$ cat config.mk
export PLATFORM = sky130hd
export DESIGN_NAME = dotprod_loader
export DESIGN_NICKNAME = d
export VERILOG_FILES = /design/src/rtl/dotprod_loader.sv
export SDC_FILE = /design/constraint.sdc
export NUM_CORES = 1
export LEC_CHECK = 0
export CAP_MARGIN = 20
export CORE_AREA = 5 5 134 136
export CTS_CLUSTER_SIZE = 14
export DETAILED_ROUTE_END_ITERATION = 7
export DIE_AREA = 0 0 139 141
export DONT_BUFFER_PORTS = 1
export PLACE_DENSITY = 0.58
export SLEW_MARGIN = 20
export SYNTH_ARGS = -nofsm -noshare
export SYNTH_HDL_FRONTEND = slang
export SYNTH_SLANG_ARGS = --single-unit
$ cat constraint.sdc
create_clock -name clk -period 2.4 [get_ports clk]
set_input_delay 0.48 -clock clk [delete_from_list [all_inputs] [get_ports clk]]
set_output_delay 0.48 -clock clk [all_outputs]
set_load 0.01 [all_outputs]
$ cat src/rtl/dotprod_loader.sv
// Streams signed element pairs into the dot-product core's two arrays,
// zero-fills the unused tail of the arrays, starts the core, waits for its
// done strobe and holds the 64-bit result until the consumer takes it.
module dotprod_loader #(
  parameter int DEPTH  = 1000,
  parameter int ADDR_W = 10
) (
  input  logic                     clk,
  input  logic                     rst_n,
  // upstream element stream
  input  logic                     in_valid,
  output logic                     in_ready,
  input  logic signed [26:0]       in_a,
  input  logic signed [26:0]       in_b,
  input  logic                     in_last,
  // array port ownership and write ports
  output logic                     controlArr,
  output logic                     controlArrWEnable_a,
  output logic                     controlArrWEnable_b,
  output logic [ADDR_W-1:0]        controlArrAddr_a,
  output logic [ADDR_W-1:0]        controlArrAddr_b,
  output logic signed [26:0]       controlArrWData_a,
  output logic signed [26:0]       controlArrWData_b,
  // core control
  output logic                     r_enable,
  output logic [ADDR_W-1:0]        init_i_t_a,
  output logic signed [63:0]       init_acc_t_a,
  input  logic                     w_enable,
  input  logic signed [63:0]       result,
  // result handshake
  output logic                     out_valid,
  input  logic                     out_ready,
  output logic signed [63:0]       out_result,
  output logic [ADDR_W:0]          out_count
);

  typedef enum logic [2:0] {
    LOAD  = 3'd0,
    FILL  = 3'd1,
    START = 3'd2,
    RUN   = 3'd3,
    DONE  = 3'd4
  } state_e;

  // Index register is one bit wider than the address so it can reach DEPTH,
  // which marks "every array entry has been written".
  localparam logic [ADDR_W:0] DEPTH_C = (ADDR_W+1)'(DEPTH);
  localparam logic [ADDR_W:0] LAST_C  = (ADDR_W+1)'(DEPTH - 1);
  localparam logic [ADDR_W:0] ONE_C   = {{ADDR_W{1'b0}}, 1'b1};

  state_e             state_q, state_d;
  logic [ADDR_W:0]    idx_q, idx_d;       // next array address to write
  logic [ADDR_W:0]    cnt_q, cnt_d;       // beats accepted for this vector
  logic               we_q, we_d;
  logic [ADDR_W-1:0]  addr_q, addr_d;
  logic signed [26:0] wdata_a_q, wdata_a_d;
  logic signed [26:0] wdata_b_q, wdata_b_d;
  logic signed [63:0] result_q, result_d;

  // Next-state, write-port and handshake decode.
  always_comb begin
    // NOTE: every signal written here gets a default first, so no path can
    // leave one unassigned and infer a latch.
    state_d   = state_q;
    idx_d     = idx_q;
    cnt_d     = cnt_q;
    we_d      = 1'b0;
    addr_d    = addr_q;
    wdata_a_d = wdata_a_q;
    wdata_b_d = wdata_b_q;
    result_d  = result_q;
    in_ready  = 1'b0;

    unique case (state_q)
      LOAD: begin
        // Once the entry at DEPTH-1 has been taken the loader stops accepting
        // and spends this cycle presenting that final write; START follows.
        in_ready = (idx_q != DEPTH_C);
        if (!in_ready) begin
          state_d = START;
        end else if (in_valid) begin
          we_d      = 1'b1;
          addr_d    = idx_q[ADDR_W-1:0];
          wdata_a_d = in_a;
          wdata_b_d = in_b;
          idx_d     = idx_q + ONE_C;
          cnt_d     = cnt_q + ONE_C;
          // A short vector pads the rest of the arrays with zeros; a full
          // one ignores in_last and goes straight to START.
          if (idx_q != LAST_C && in_last) begin
            state_d = FILL;
          end
        end
      end

      FILL: begin
        // One zero write per cycle up to DEPTH-1; the cycle that presents the
        // last zero write sees idx_q == DEPTH and moves on.
        if (idx_q != DEPTH_C) begin
          we_d      = 1'b1;
          addr_d    = idx_q[ADDR_W-1:0];
          wdata_a_d = '0;
          wdata_b_d = '0;
          idx_d     = idx_q + ONE_C;
        end else begin
          state_d = START;
        end
      end

      START: begin
        state_d = RUN;
      end

      RUN: begin
        if (w_enable) begin
          result_d = result;
          state_d  = DONE;
        end
      end

      DONE: begin
        if (out_ready) begin
          state_d = LOAD;
          idx_d   = '0;
          cnt_d   = '0;
        end
      end

      default: begin
        state_d = LOAD;
      end
    endcase
  end

  // State, index, write-port and result registers.
  always_ff @(posedge clk or negedge rst_n) begin
    if (!rst_n) begin
      state_q   <= LOAD;
      idx_q     <= '0;
      cnt_q     <= '0;
      we_q      <= 1'b0;
      addr_q    <= '0;
      wdata_a_q <= '0;
      wdata_b_q <= '0;
      result_q  <= '0;
    end else begin
      // NOTE: non-blocking assignments so every register samples the values
      // from before this edge, independent of statement order.
      state_q   <= state_d;
      idx_q     <= idx_d;
      cnt_q     <= cnt_d;
      we_q      <= we_d;
      addr_q    <= addr_d;
      wdata_a_q <= wdata_a_d;
      wdata_b_q <= wdata_b_d;
      result_q  <= result_d;
    end
  end

  // Both arrays are always written together with the same address.
  assign controlArrWEnable_a = we_q;
  assign controlArrWEnable_b = we_q;
  assign controlArrAddr_a    = addr_q;
  assign controlArrAddr_b    = addr_q;
  assign controlArrWData_a   = wdata_a_q;
  assign controlArrWData_b   = wdata_b_q;

  assign controlArr   = (state_q == LOAD) || (state_q == FILL);
  assign r_enable     = (state_q == START);
  assign out_valid    = (state_q == DONE);
  assign out_result   = result_q;
  assign out_count    = cnt_q;

  // The core always starts from index 0 with a cleared accumulator.
  assign init_i_t_a   = '0;
  assign init_acc_t_a = '0;

endmodule
==> impl_summary.log, run 1 <==
INFO  metric status = finished with violations
INFO  metric violations = negative hold slack
INFO  metric cts_made_buffers = 17
INFO  metric vias = 4258
INFO  metric fp.coreArea = 16820 um^2
INFO  metric synthAdderAreaFrac = 0.5180%
INFO  metric p_switching = 2.757 mW
INFO  metric highest_layer = met4
INFO  metric reg2reg_depth = 6
INFO  metric ioPinCount = 353
INFO  metric syn_to_final_growth = 6.113%
INFO  metric grt_pass1_wl = 26.21 mm
INFO  metric routed_wirelength = 16.91 mm
INFO  metric clockPowerShare = 33.2%
INFO  metric cts_tree = done
INFO  metric final_period_minus_worst_setup_slack = 2276 ps
INFO  metric dr_wl_met2 = 8.505 mm
INFO  metric ys_seq_area_share = 53.19%
INFO  metric cts_resized = 0
INFO  metric die_height = 141 um
INFO  metric layout-drive-gt1-share = 18.80%
INFO  metric p_per_area = 1022 nW/um^2
INFO  metric fin_worst_skew = 8.289 ps
INFO  metric clkLatencyLatePin = 420 ps
INFO  metric hpwlAfterDp = 12.39 mm
INFO  metric post-synth-top-area-fraction = 53.19%
INFO  metric fill_cell_total_of_the_finished_layout = 1580
INFO  metric worst_ir_drop_vdd = 0.5724 mV
INFO  metric final_nets = 747
INFO  metric power_report.internal_total = 5.103 mW
INFO  metric p_total = 7.859 mW
INFO  metric yosys.area.top_type = sky130_fd_sc_hd__dfrtp_1
INFO  metric clock_buffer_depth = 2
INFO  metric synth_most_common_cell = sky130_fd_sc_hd__dfrtp_1
INFO  metric synth_common_cells = 154 x sky130_fd_sc_hd__dfrtp_1, 86 x sky130_fd_sc_hd__buf_4, 74 x sky130_fd_sc_hd__mux2_2
INFO  metric initial_antenna_violation_count = 0
INFO  metric final_antenna_diode_count = 0
INFO  metric achievable-frequency = 0.4394 GHz
INFO  metric final_clock_period_utilization_by_the_worst_path = 94.82%
INFO  metric power_leakage = 3.960 nW
INFO  metric clock_sink_count = 154
INFO  metric synth.yosys.warnings = 0
INFO  metric synth_mux_area_share = 19.51%
INFO  metric multi_input_area = 2626 um^2
INFO  metric crit-reg2reg-capture = out_count[7]$_DFFE_PN0P_
INFO  metric ant_nets = 0
INFO  metric finalCoreUtilization = 45.72%
INFO  metric drt_first_iter_violations = 126
INFO  metric timing.critical_path.to_type = primary output
INFO  metric tightest_slew = 746.7 ps
INFO  metric hold_violations = 154
INFO  metric setup.worst_path.end = in_ready
INFO  metric cp_data_required_time = 1920 ps
INFO  metric dr.pass1.iters = 6
INFO  metric regArea = 3854 um^2
INFO  metric yosys-top-cells-area = sky130_fd_sc_hd__dfrtp_1 53%, sky130_fd_sc_hd__mux2_2 12%, sky130_fd_sc_hd__buf_4 8.9%, sky130_fd_sc_hd__mux2i_1 8.0%, sky130_fd_sc_hd__nand2_1 3.4%
INFO  metric synth_xor_area_share = 0.2418%
INFO  metric floorplan.initialDensity = 43.09%
INFO  metric stdcell_count = 858
INFO  metric drc_violation_count_after_routing = 0
INFO  metric detail_route.wirelength.met1 = 6.003 mm
INFO  metric drv.max_cap_violation_count = 0
INFO  metric number_of_core_rows = 48
INFO  metric worst_setup_path_start_kind = flop
INFO  metric yosys_register_bits = 154
INFO  metric netlist_area = 7246 um^2
INFO  metric rsz_0062_raised_after_global_routing = false
INFO  metric main_synth_ff_type = sky130_fd_sc_hd__dfrtp_1
INFO  metric synth_cell_type_count = 40
INFO  metric synth_edf_count = 0
INFO  metric met3_length = 2.116 mm
INFO  metric max-slew-margin-rel = 50.22%
INFO  metric detail_route.wl_per_cell = 19.71 um
INFO  metric die_outline_area = 19600 um^2
INFO  metric synth_compound_area_share = 4.265%
INFO  metric via_count_of_the_first_global_routing_pass = 4574
INFO  metric dp_cells = 826
INFO  metric netlist_instances = 634
INFO  metric timing.final.max_slew_violations = 0
INFO  metric largest_net_degree_at_the_start_of_global_routing = 155
INFO  metric sequential_cell_fraction_of_total_power = 48.9%
INFO  metric total_negative_slack = 0 ps
INFO  metric yosys.area_share.simple = 7.840%
INFO  metric groute.usage.overall = 16.95%
INFO  metric clock_tree.htree_level_count = 4
INFO  metric synth_top_family_by_area = multiplexers
INFO  metric io_buffer_count = 0
INFO  metric p_comb_share = 17.9%
INFO  metric whs = -249.4 ps
INFO  metric p_sw_share = 35.07%
INFO  metric reg2reg_setup_slack = 250 ps
INFO  metric fp.dieW = 139 um
INFO  metric crit_fanout = 7
INFO  metric critical_path.reg2reg.startpoint = idx_q[0]$_DFFE_PN0P_
INFO  metric ctsRootBufferMaster = sky130_fd_sc_hd__clkbuf_16
INFO  metric clkTransAtPathRegs = 70 ps
INFO  metric critical_path_class = flop to primary output
INFO  metric post_synth.cell_area_avg = 11.43 um^2
INFO  metric worst_setup_path_startpoint = idx_q[0]$_DFFE_PN0P_
INFO  metric avgViaCountPerCell = 4.963
INFO  metric cts.repair_timing.setup_buffer_count = 0
INFO  metric gp_congestion = 0.7927
INFO  metric ys_async_sr_fraction = 100.0%
INFO  metric hp-class = input pin to async pin
INFO  metric worst_ep_arrival_time = 1800 ps
INFO  metric globalRouteOverflowTotal = 0
INFO  metric report.final.setup_viol = 0
[sequential cells by signal (all words and copies together) (netlist names)]
register and cells:
out_count 11, controlArrWData_a 27, idx_q 11, controlArrWData_b 27, controlArrAddr_a 10, out_result 64, controlArrWEnable_a 1, state_q 3
[worst min-delay path by stage]
stage | to | slack, ps | depth (start not counted)
2_1_floorplan | controlArrAddr_a[0]$_DFFE_PN0P_ | 180 | 0
4_1_cts | out_count[5]$_DFFE_PN0P_ | -270 | 0
6_report | out_count[5]$_DFFE_PN0P_ | -250 | 0
5_1_grt | out_count[5]$_DFFE_PN0P_ | -280 | 0
3_3_place_gp | out_count[9]$_DFFE_PN0P_ | 190 | 0
3_5_place_dp | out_count[5]$_DFFE_PN0P_ | 190 | 0
[cell families (layout without fill, tap and decap cells)]
group,after synthesis,in the layout
multiplexers,132,132
adder cells (fa/ha/maj),3,3
other,1,74
flip-flops,154,154
AND/OR/NAND/NOR,117,117
XOR/XNOR,2,2
AO/OA/AOI/OAI,46,46
buffers and inverters,179,105
[metrics by stage]
step	cell area (um^2)	hold WS [ps]	worst slack, ps
floorplan	7520	184.4	513.1
global placement	7108	189.2	376.5
detailed placement	7108	188.4	283.1
CTS	7689	-273.5	104.6
global route	7689	-284.0	4.624
finish	7689	-249.4	124.4
[power by group through the flow]
stage          registers, mW  clock network (mW)  logic [mW]
2_1_floorplan           3.63                   0        1.45
3_3_place_gp            3.89                   0        1.37
3_5_place_dp            3.90                   0        1.43
4_1_cts                 3.86                2.69        1.44
5_1_grt                 3.92                2.79        1.60
6_report                3.84                2.61        1.41
[worst max-delay path, cell delays in order (launching register included)]
cell	delay, ps
sky130_fd_sc_hd__dfrtp_1	430
sky130_fd_sc_hd__inv_1	70
sky130_fd_sc_hd__ha_1	180
sky130_fd_sc_hd__and3b_1	200
sky130_fd_sc_hd__nand3_1	100
sky130_fd_sc_hd__buf_4	150
sky130_fd_sc_hd__and3_1	250
[routing by layer]
layer  up-vias  track usage, %
met5         -               0
met4         0           5.716
met2       226           28.02
met3        18           9.532
met1      2099           18.53
li1       1915               -
[cell type report]
cell class / count / area share (%)
Clock buffer: 17 / 5.533
Clock inverter: 15 / 2.018
Inverter: 64 / 3.141
Multi-Input combinational cell: 374 / 34.16
Sequential cell: 154 / 50.12
Tap cell: 225 / 3.662
Timing Repair Buffer: 9 / 1.367
[cell usage in the layout, fill, tap and decap left out, drive strengths merged, types with 7 or more instances in the layout]
| master | n |
|---|---|
| a21oi | 12 |
| buf | 9 |
| clkbuf | 17 |
| clkinv | 7 |
| conb | 74 |
| dfrtp | 154 |
| inv | 72 |
| mux2 | 74 |
| mux2i | 58 |
| nand2 | 65 |
| nand3 | 10 |
| nor2 | 7 |
| o21ai | 8 |
| o31ai | 10 |
| or4 | 9 |
Note: power is estimated with default switching activity, not from simulation.
==> run 2: changes to the inputs <==
==> constraint.sdc (replaced) <==
create_clock -name clk -period 2.1 [get_ports clk]
set_input_delay 0.42 -clock clk [delete_from_list [all_inputs] [get_ports clk]]
set_output_delay 0.42 -clock clk [all_outputs]
set_load 0.01 [all_outputs]
==> run 2 against run 1 <==
Effect of this change:
- the run still ends with negative hold slack left
- power is 20% higher
- non-clock buffer count increased by 18
- critical path depth unchanged
- via count rose by 3.2%
- largest power group unchanged
- highest routed layer unchanged
==> impl_summary.log, run 2 (same netlist as run 1, synthesis figures left out) <==
INFO  metric ioPinCount = 353 (unchanged)
INFO  metric p_per_area = 1196 nW/um^2 (+17%)
INFO  metric largest_register_ff_count = 64 (unchanged)
INFO  metric clock_tree.htree_level_count = 4 (unchanged)
INFO  metric worst_setup_path_startpoint = idx_q[1]$_DFFE_PN0P_
INFO  metric multi_input_area = 2646 um^2 (+0.76%)
INFO  metric rsz_0062_raised_after_global_routing = true
INFO  metric clkLatencyLatePin = 420 ps (about the same)
INFO  metric fp.dieW = 139 um (unchanged)
INFO  metric gp_congestion = 0.8402 (+6.0%)
INFO  metric largest_net_degree_at_the_start_of_global_routing = 155 (unchanged)
INFO  metric commonest_cells_after_routing_fill_and_taps_aside = 154 x sky130_fd_sc_hd__dfrtp_1, 74 x sky130_fd_sc_hd__mux2_2, 74 x sky130_fd_sc_hd__conb_1
INFO  metric dpl-instance-area = 7171 um^2 (+0.88%)
INFO  metric drv.max_cap_violation_count = 0 (unchanged)
INFO  metric fp.coreArea = 16820 um^2 (unchanged)
INFO  metric critical_path.reg2reg.startpoint = idx_q[1]$_DFFE_PN0P_
INFO  metric tightest_slew = 599.6 ps (-147.1 ps)
INFO  metric die_outline_area = 19600 um^2 (unchanged)
INFO  metric p_switching = 3.121 mW (+13%)
INFO  metric max-slew-margin-rel = 60.03% (+9.8 points)
INFO  metric hpwlAfterDp = 12.77 mm (+3.0%)
INFO  metric layout_commonest_cell = sky130_fd_sc_hd__dfrtp_1
INFO  metric layout-drive-gt1-share = 21.97% (+3.2 points)
INFO  metric number_of_core_rows = 48 (unchanged)
INFO  metric grt_pass1_wl = 26.92 mm (+2.7%)
INFO  metric power_leakage = 4.058 nW (+2.5%)
INFO  metric sequential_cell_fraction_of_total_power = 45.7% (-3.2 points)
INFO  metric p_sw_share = 33.15% (-1.9 points)
INFO  metric cts_made_buffers = 17 (unchanged)
INFO  metric routed_wirelength = 17.47 mm (+3.3%)
INFO  metric timing.critical_path.to_type = primary output
INFO  metric clock_sink_count = 154 (unchanged)
INFO  metric worst_ir_drop_vdd = 0.5076 mV (-11%)
INFO  metric clockPowerShare = 34.2% (+1.0 points)
INFO  metric syn_to_final_growth = 8.651%
INFO  metric p_total = 9.414 mW (+20%)
INFO  metric vias = 4396 (+3.2%)
INFO  metric floorplan.initialDensity = 43.09% (unchanged)
INFO  metric globalRouteOverflowTotal = 0 (unchanged)
INFO  metric whs = -304.1 ps (-54.74 ps)
INFO  metric avgViaCountPerCell = 5.013 (+1.0%)
INFO  metric crit_fanout = 4 (-3)
INFO  metric reg2reg_setup_slack = 160 ps (-90 ps)
INFO  metric clock_buffer_depth = 2 (unchanged)
INFO  metric cp_data_required_time = 1680 ps (-240 ps)
INFO  metric hold_violations = 154 (unchanged)
INFO  metric drt_first_iter_violations = 200 (+59%)
INFO  metric final_nets = 765 (+2.4%)
INFO  metric final_period_minus_worst_setup_slack = 2030 ps
INFO  metric p_comb_share = 20.1% (+2.2 points)
INFO  metric status = finished with violations
INFO  metric die_height = 141 um (unchanged)
INFO  metric detail_route.wl_per_cell = 19.92 um (+1.1%)
INFO  metric power_report.internal_total = 6.293 mW (+23%)
INFO  metric cts_tree = done
INFO  metric ctsRootBufferMaster = sky130_fd_sc_hd__clkbuf_16
INFO  metric worst_ep_arrival_time = 1610 ps (-190 ps)
INFO  metric violations = negative hold slack
INFO  metric timing.final.max_slew_violations = 0 (unchanged)
INFO  metric worst_setup_path_start_kind = flop
INFO  metric regArea = 3854 um^2 (unchanged)
INFO  metric io_buffer_count = 0 (unchanged)
INFO  metric achievable-frequency = 0.4926 GHz
INFO  metric hp-class = input pin to async pin
INFO  metric fin_area = 7873 um^2 (+2.4%)
INFO  metric clkTransAtPathRegs = 60 ps (about the same)
INFO  metric fill_cell_total_of_the_finished_layout = 1548 (-2.0%)
INFO  metric groute.usage.overall = 17.45% (+0.50 points)
INFO  metric critical_path_class = flop to primary output
INFO  metric dr.pass1.iters = 4 (-2)
INFO  metric via_count_of_the_first_global_routing_pass = 4588 (+0.31%)
INFO  metric fin_worst_skew = 8.651 ps (+0.3611 ps)
INFO  metric drc_violation_count_after_routing = 0 (unchanged)
INFO  metric ant_nets = 0 (unchanged)
INFO  metric initial_antenna_violation_count = 1 (+1)
INFO  metric final_clock_period_utilization_by_the_worst_path = 96.68%
INFO  metric report.final.setup_viol = 0 (unchanged)
==> run 2: changes by cell type in the layout (fill, tap and decap cells not counted), moves of 2 or more <==
cell and change:
sky130_fd_sc_hd__buf_4 +18, sky130_fd_sc_hd__bufinv_16 +3, sky130_fd_sc_hd__clkinv_8 -2, sky130_fd_sc_hd__inv_8 -2
==> run 2: worst max-delay path: stages, from the launching register on <==
cell,delay (ps)
sky130_fd_sc_hd__dfrtp_1,390
sky130_fd_sc_hd__inv_2,60
sky130_fd_sc_hd__ha_2,150
sky130_fd_sc_hd__and3b_2,210
sky130_fd_sc_hd__nand3_2,80
sky130_fd_sc_hd__buf_6,140
sky130_fd_sc_hd__and3_4,180
==> run 2: path summary, 6_finish.rpt <==
check | endpoint | cells after the start
min in group clk | state_q[2]$_DFFE_PN0P_ | 1
worst max register to register | controlArrWData_a[20]$_DFFE_PN0P_ | 8
worst min register to register | controlArrAddr_a[8]$_DFFE_PN0P_ | 1
worst min-delay path | out_count[9]$_DFFE_PN0P_ | 0
worst max-delay path | in_ready | 6
max in group asynchronous | controlArrWData_a[19]$_DFFE_PN0P_ | 0
==> run 2: metal layers <==
metal	part of all wire (%)	wire length, um	GRT usage (%)
met3	14	2417	10.96
met1	35	6105	18.72
met4	1.7	300	6.179
met5	0	0	0
met2	49	8648	28.25
==> run 2: stage by stage <==
step	hold slack, ps	utilization [%]	setup WS (ps)	setup TNS (ps)	std cells
floorplan	124.4	-	213.1	0	707
global placement	129.2	42.64	251.1	0	836
detailed placement	129.6	42.64	115.7	0	836
CTS	-331.9	46.50	3.523	0	871
global route	-336.3	46.82	-19.31	-19.31	877
finish	-304.1	46.82	69.75	0	877
==> run 2: timing repair <==
action,in CTS,in global routing
hold endpoints to repair,154,154
buffers inserted,3,5
resized for setup,4,5
pin swaps,0,1
setup endpoints to repair,1,7
==> run 2: power by group through the flow <==
| stage | registers, mW | logic [mW] | clock network [mW] |
|---|---|---|---|
| floorplan | 4.15 | 1.65 | 0 |
| global placement | 4.37 | 1.71 | 0 |
| detailed placement | 4.39 | 1.80 | 0 |
| CTS | 4.32 | 1.88 | 3.32 |
| global route | 4.38 | 2.12 | 3.45 |
| finish | 4.30 | 1.90 | 3.22 |
==> run 2: area by class of cell <==
class	instances	share of cell area, %
antenna	1	0.03179
inverter	64	3.067
sequential	154	48.95
timing repair buffer	27	2.940
multi-input combinational	374	33.61
tap	225	3.576
clock buffer	18	5.451
clock inverter	14	2.368
==> run 3: changes to the inputs <==
--- a/config.mk
+++ b/config.mk
@@ -6,12 +6,12 @@
 export NUM_CORES = 1
 export LEC_CHECK = 0
 export CAP_MARGIN = 20
-export CORE_AREA = 5 5 134 136
+export CORE_AREA = 2 2 139 141
 export CTS_CLUSTER_SIZE = 14
 export DETAILED_ROUTE_END_ITERATION = 7
-export DIE_AREA = 0 0 139 141
+export DIE_AREA = 0 0 141 143
 export DONT_BUFFER_PORTS = 1
-export PLACE_DENSITY = 0.58
+export PLACE_DENSITY = 0.53
 export SLEW_MARGIN = 20
 export SYNTH_ARGS = -nofsm -noshare
 export SYNTH_HDL_FRONTEND = slang
==> run 3 against run 2 <==
Effect of this change:
- the flow still finishes with violations (negative hold slack)
- core utilization fell by 4.6 points
- power decreased by 2.5%
- setup slack improved by 15 ps
- hold slack worse by 6.5 ps
- global-route usage decreased by 1.5 points
- register-to-register slack is essentially flat
- final cell count up 0.80%
- sequential power about the same
- largest cell class unchanged
==> impl_summary.log, run 3 (same netlist as run 1, synthesis figures left out) <==
INFO  metric status = finished with violations
INFO  metric violations = negative hold slack
INFO  metric reg2reg_setup_slack = 150 ps (about the same)
INFO  metric final_nets = 764 (-0.13%)
INFO  metric timing.final.max_slew_violations = 0 (unchanged)
INFO  metric dpl-instance-area = 7219 um^2 (+0.68%)
INFO  metric p_switching = 3.111 mW (-0.31%)
INFO  metric final_period_minus_worst_setup_slack = 2015 ps (-15.15 ps)
INFO  metric crit_path_max_incr_delay = 390 ps (about the same)
INFO  metric io_buffer_count = 0 (unchanged)
INFO  metric crit-reg2reg-capture = out_count[6]$_DFFE_PN0P_
INFO  metric largest_register_ff_count = 64 (unchanged)
INFO  metric clock_tree.htree_level_count = 4 (unchanged)
INFO  metric grt_pass1_wl = 24.67 mm (-8.3%)
INFO  metric final_antenna_diode_count = 0 (-1)
INFO  metric worst_ep_arrival_time = 1600 ps (about the same)
INFO  metric clkLatencyLatePin = 420 ps (about the same)
INFO  metric largest_net_degree_at_the_start_of_global_routing = 155 (unchanged)
INFO  metric clock_sink_count = 154 (unchanged)
INFO  metric floorplan.initialDensity = 39.00% (-4.1 points)
INFO  metric hpwlAfterDp = 11.78 mm (-7.7%)
INFO  metric vias = 4315 (-1.8%)
INFO  metric p_per_area = 1170 nW/um^2 (-2.2%)
INFO  metric routed_wirelength = 16.18 mm (-7.4%)
INFO  metric reg2reg_depth = 7 (-1)
INFO  metric layout_commonest_cell = sky130_fd_sc_hd__dfrtp_1
INFO  metric die_height = 143 um (+1.4%)
INFO  metric power_report.internal_total = 6.071 mW (-3.5%)
INFO  metric fill_cell_total_of_the_finished_layout = 1745 (+13%)
INFO  metric clock_buffer_depth = 2 (unchanged)
INFO  metric ioPinCount = 353 (unchanged)
INFO  metric syn_to_final_growth = 8.306%
INFO  metric power_leakage = 4.050 nW (-0.19%)
INFO  metric fin_area = 7848 um^2 (-0.32%)
INFO  metric avgViaCountPerCell = 4.881 (-2.6%)
INFO  metric p_sw_share = 33.88% (+0.73 points)
INFO  metric globalRouteOverflowTotal = 0 (unchanged)
INFO  metric number_of_core_rows = 50 (+4.2%)
INFO  metric initial_antenna_violation_count = 0 (-1)
INFO  metric worst_ir_drop_vdd = 0.5294 mV (+4.3%)
INFO  metric hold_violations = 154 (unchanged)
INFO  metric total_negative_slack = 0 ps (unchanged)
INFO  metric drc_violation_count_after_routing = 0 (unchanged)
INFO  metric sequential_cell_fraction_of_total_power = 46.7% (+1.0 points)
INFO  metric max-slew-margin-rel = 59.28% (-0.75 points)
INFO  metric dp_cells = 850 (+1.7%)
INFO  metric whs = -310.6 ps (-6.465 ps)
INFO  metric cts_made_buffers = 17 (unchanged)
INFO  metric dr.pass1.iters = 4 (unchanged)
INFO  metric tightest_slew = 609.7 ps (+10.07 ps)
INFO  metric final_clock_period_utilization_by_the_worst_path = 95.96% (-0.72 points)
INFO  metric report.final.setup_viol = 0 (unchanged)
INFO  metric hp-class = input pin to async pin
INFO  metric fp.dieW = 141 um (+1.4%)
INFO  metric cts_tree = done
INFO  metric clockPowerShare = 33.5% (-0.7 points)
INFO  metric p_comb_share = 19.9% (-0.2 points)
INFO  metric gp_congestion = 0.8448 (+0.55%)
INFO  metric stdcell_count = 884 (+0.80%)
INFO  metric drv.max_cap_violation_count = 0 (unchanged)
INFO  metric worst_setup_path_start_kind = flop
INFO  metric cp_data_required_time = 1680 ps (about the same)
INFO  metric groute.usage.overall = 16.00% (-1.5 points)
INFO  metric drt_first_iter_violations = 162 (-19%)
INFO  metric fp.coreArea = 18580 um^2 (+10%)
INFO  metric via_count_of_the_first_global_routing_pass = 4459 (-2.8%)
INFO  metric finalCoreUtilization = 42.24% (-4.6 points)
INFO  metric crit_fanout = 5 (+1)
INFO  metric commonest_cells_after_routing_fill_and_taps_aside = 153 x sky130_fd_sc_hd__dfrtp_1, 74 x sky130_fd_sc_hd__mux2_2, 74 x sky130_fd_sc_hd__conb_1
INFO  metric clkTransAtPathRegs = 70 ps (about the same)
INFO  metric critical_path_class = flop to primary output
INFO  metric layout-drive-gt1-share = 22.00% (+0.034 points)
INFO  metric ctsRootBufferMaster = sky130_fd_sc_hd__clkbuf_16
INFO  metric cp_cell_sequence = inv_2 > ha_1 > and3b_1 > nand3_2 > buf_6 > and3_4
INFO  metric critical_path.reg2reg.startpoint = idx_q[1]$_DFFE_PN0P_
INFO  metric achievable-frequency = 0.4963 GHz (+0.75%)
INFO  metric cp.buffers_inverters = 2 (unchanged)
INFO  metric cp_top_family = simple AND/OR/NAND/NOR gates
INFO  metric ant_nets = 0 (unchanged)
INFO  metric die_outline_area = 20160 um^2 (+2.9%)
INFO  metric detail_route.wl_per_cell = 18.30 um (-8.1%)
INFO  metric timing.critical_path.to_type = primary output
INFO  metric rsz_0062_raised_after_global_routing = false
INFO  metric fin_worst_skew = 11.98 ps (+3.331 ps)
INFO  metric critical-path-slowest-cell = sky130_fd_sc_hd__dfrtp_1
run 3: per-layer routing:
metal	share of wire (%)	vias to the layer above	GRT usage, %
li1	-	1952	-
met1	38	2127	18.34
met2	50	225	26.68
met3	11	11	7.713
met4	1.0	0	4.789
met5	0	-	0
run 3: cell type report:
type / instances / area, um^2 / area share [%]
clock inverters: 14 / 150.1 / 1.913
inverters: 64 / 241.5 / 3.077
flip-flops and latches: 154 / 3855 / 49.12
multi-input cells: 374 / 2645 / 33.71
well taps: 234 / 292.8 / 3.731
repair buffers: 26 / 224.0 / 2.854
clock buffers: 18 / 439.2 / 5.596
run 3: power by group through the flow:
stage | clock network (mW) | logic [mW] | registers, mW
finish | 3.07 | 1.82 | 4.28
CTS | 3.16 | 1.82 | 4.30
detailed placement | 0 | 1.81 | 4.34
global placement | 0 | 1.75 | 4.34
global route | 3.31 | 2.07 | 4.37
floorplan | 0 | 1.65 | 4.15
run 3: timing repair:
action,4_1_cts,5_1_grt
buffers inserted,1,1
pin swaps,0,0
endpoints found under the hold margin,154,154
resized for setup,1,7
setup endpoints to repair,1,5
run 3: worst max path at each step:
stage | from | to | slack [ps] | cells after the start
2_1_floorplan | out_count[0]$_DFFE_PN0P_ | out_count[10]$_DFFE_PN0P_ | 210 | 6
3_3_place_gp | state_q[2]$_DFFE_PN0P_ | out_count[10]$_DFFE_PN0P_ | 230 | 4
3_5_place_dp | state_q[2]$_DFFE_PN0P_ | out_count[10]$_DFFE_PN0P_ | 200 | 4
4_1_cts | idx_q[1]$_DFFE_PN0P_ | in_ready | 2 | 6
5_1_grt | idx_q[1]$_DFFE_PN0P_ | in_ready | 0.7 | 6
6_report | idx_q[1]$_DFFE_PN0P_ | in_ready | 80 | 6
run 3: per-stage QoR:
stage | setup WS, ps | total power [mW]
after global placement | 232.6 | 6.085
after floorplan | 213.1 | 5.804
after CTS | 1.847 | 9.280
final | 84.90 | 9.182
after detailed placement | 196.4 | 6.151
after global routing | 0.6503 | 9.748
run 3: worst register-to-register path, cell delays in order (launching register included):
cell	delay (ps)
sky130_fd_sc_hd__dfrtp_1	370
sky130_fd_sc_hd__inv_2	50
sky130_fd_sc_hd__ha_1	160
sky130_fd_sc_hd__and3b_1	200
sky130_fd_sc_hd__buf_4	140
sky130_fd_sc_hd__and4_2	290
sky130_fd_sc_hd__or4_1	520
sky130_fd_sc_hd__a21oi_1	160
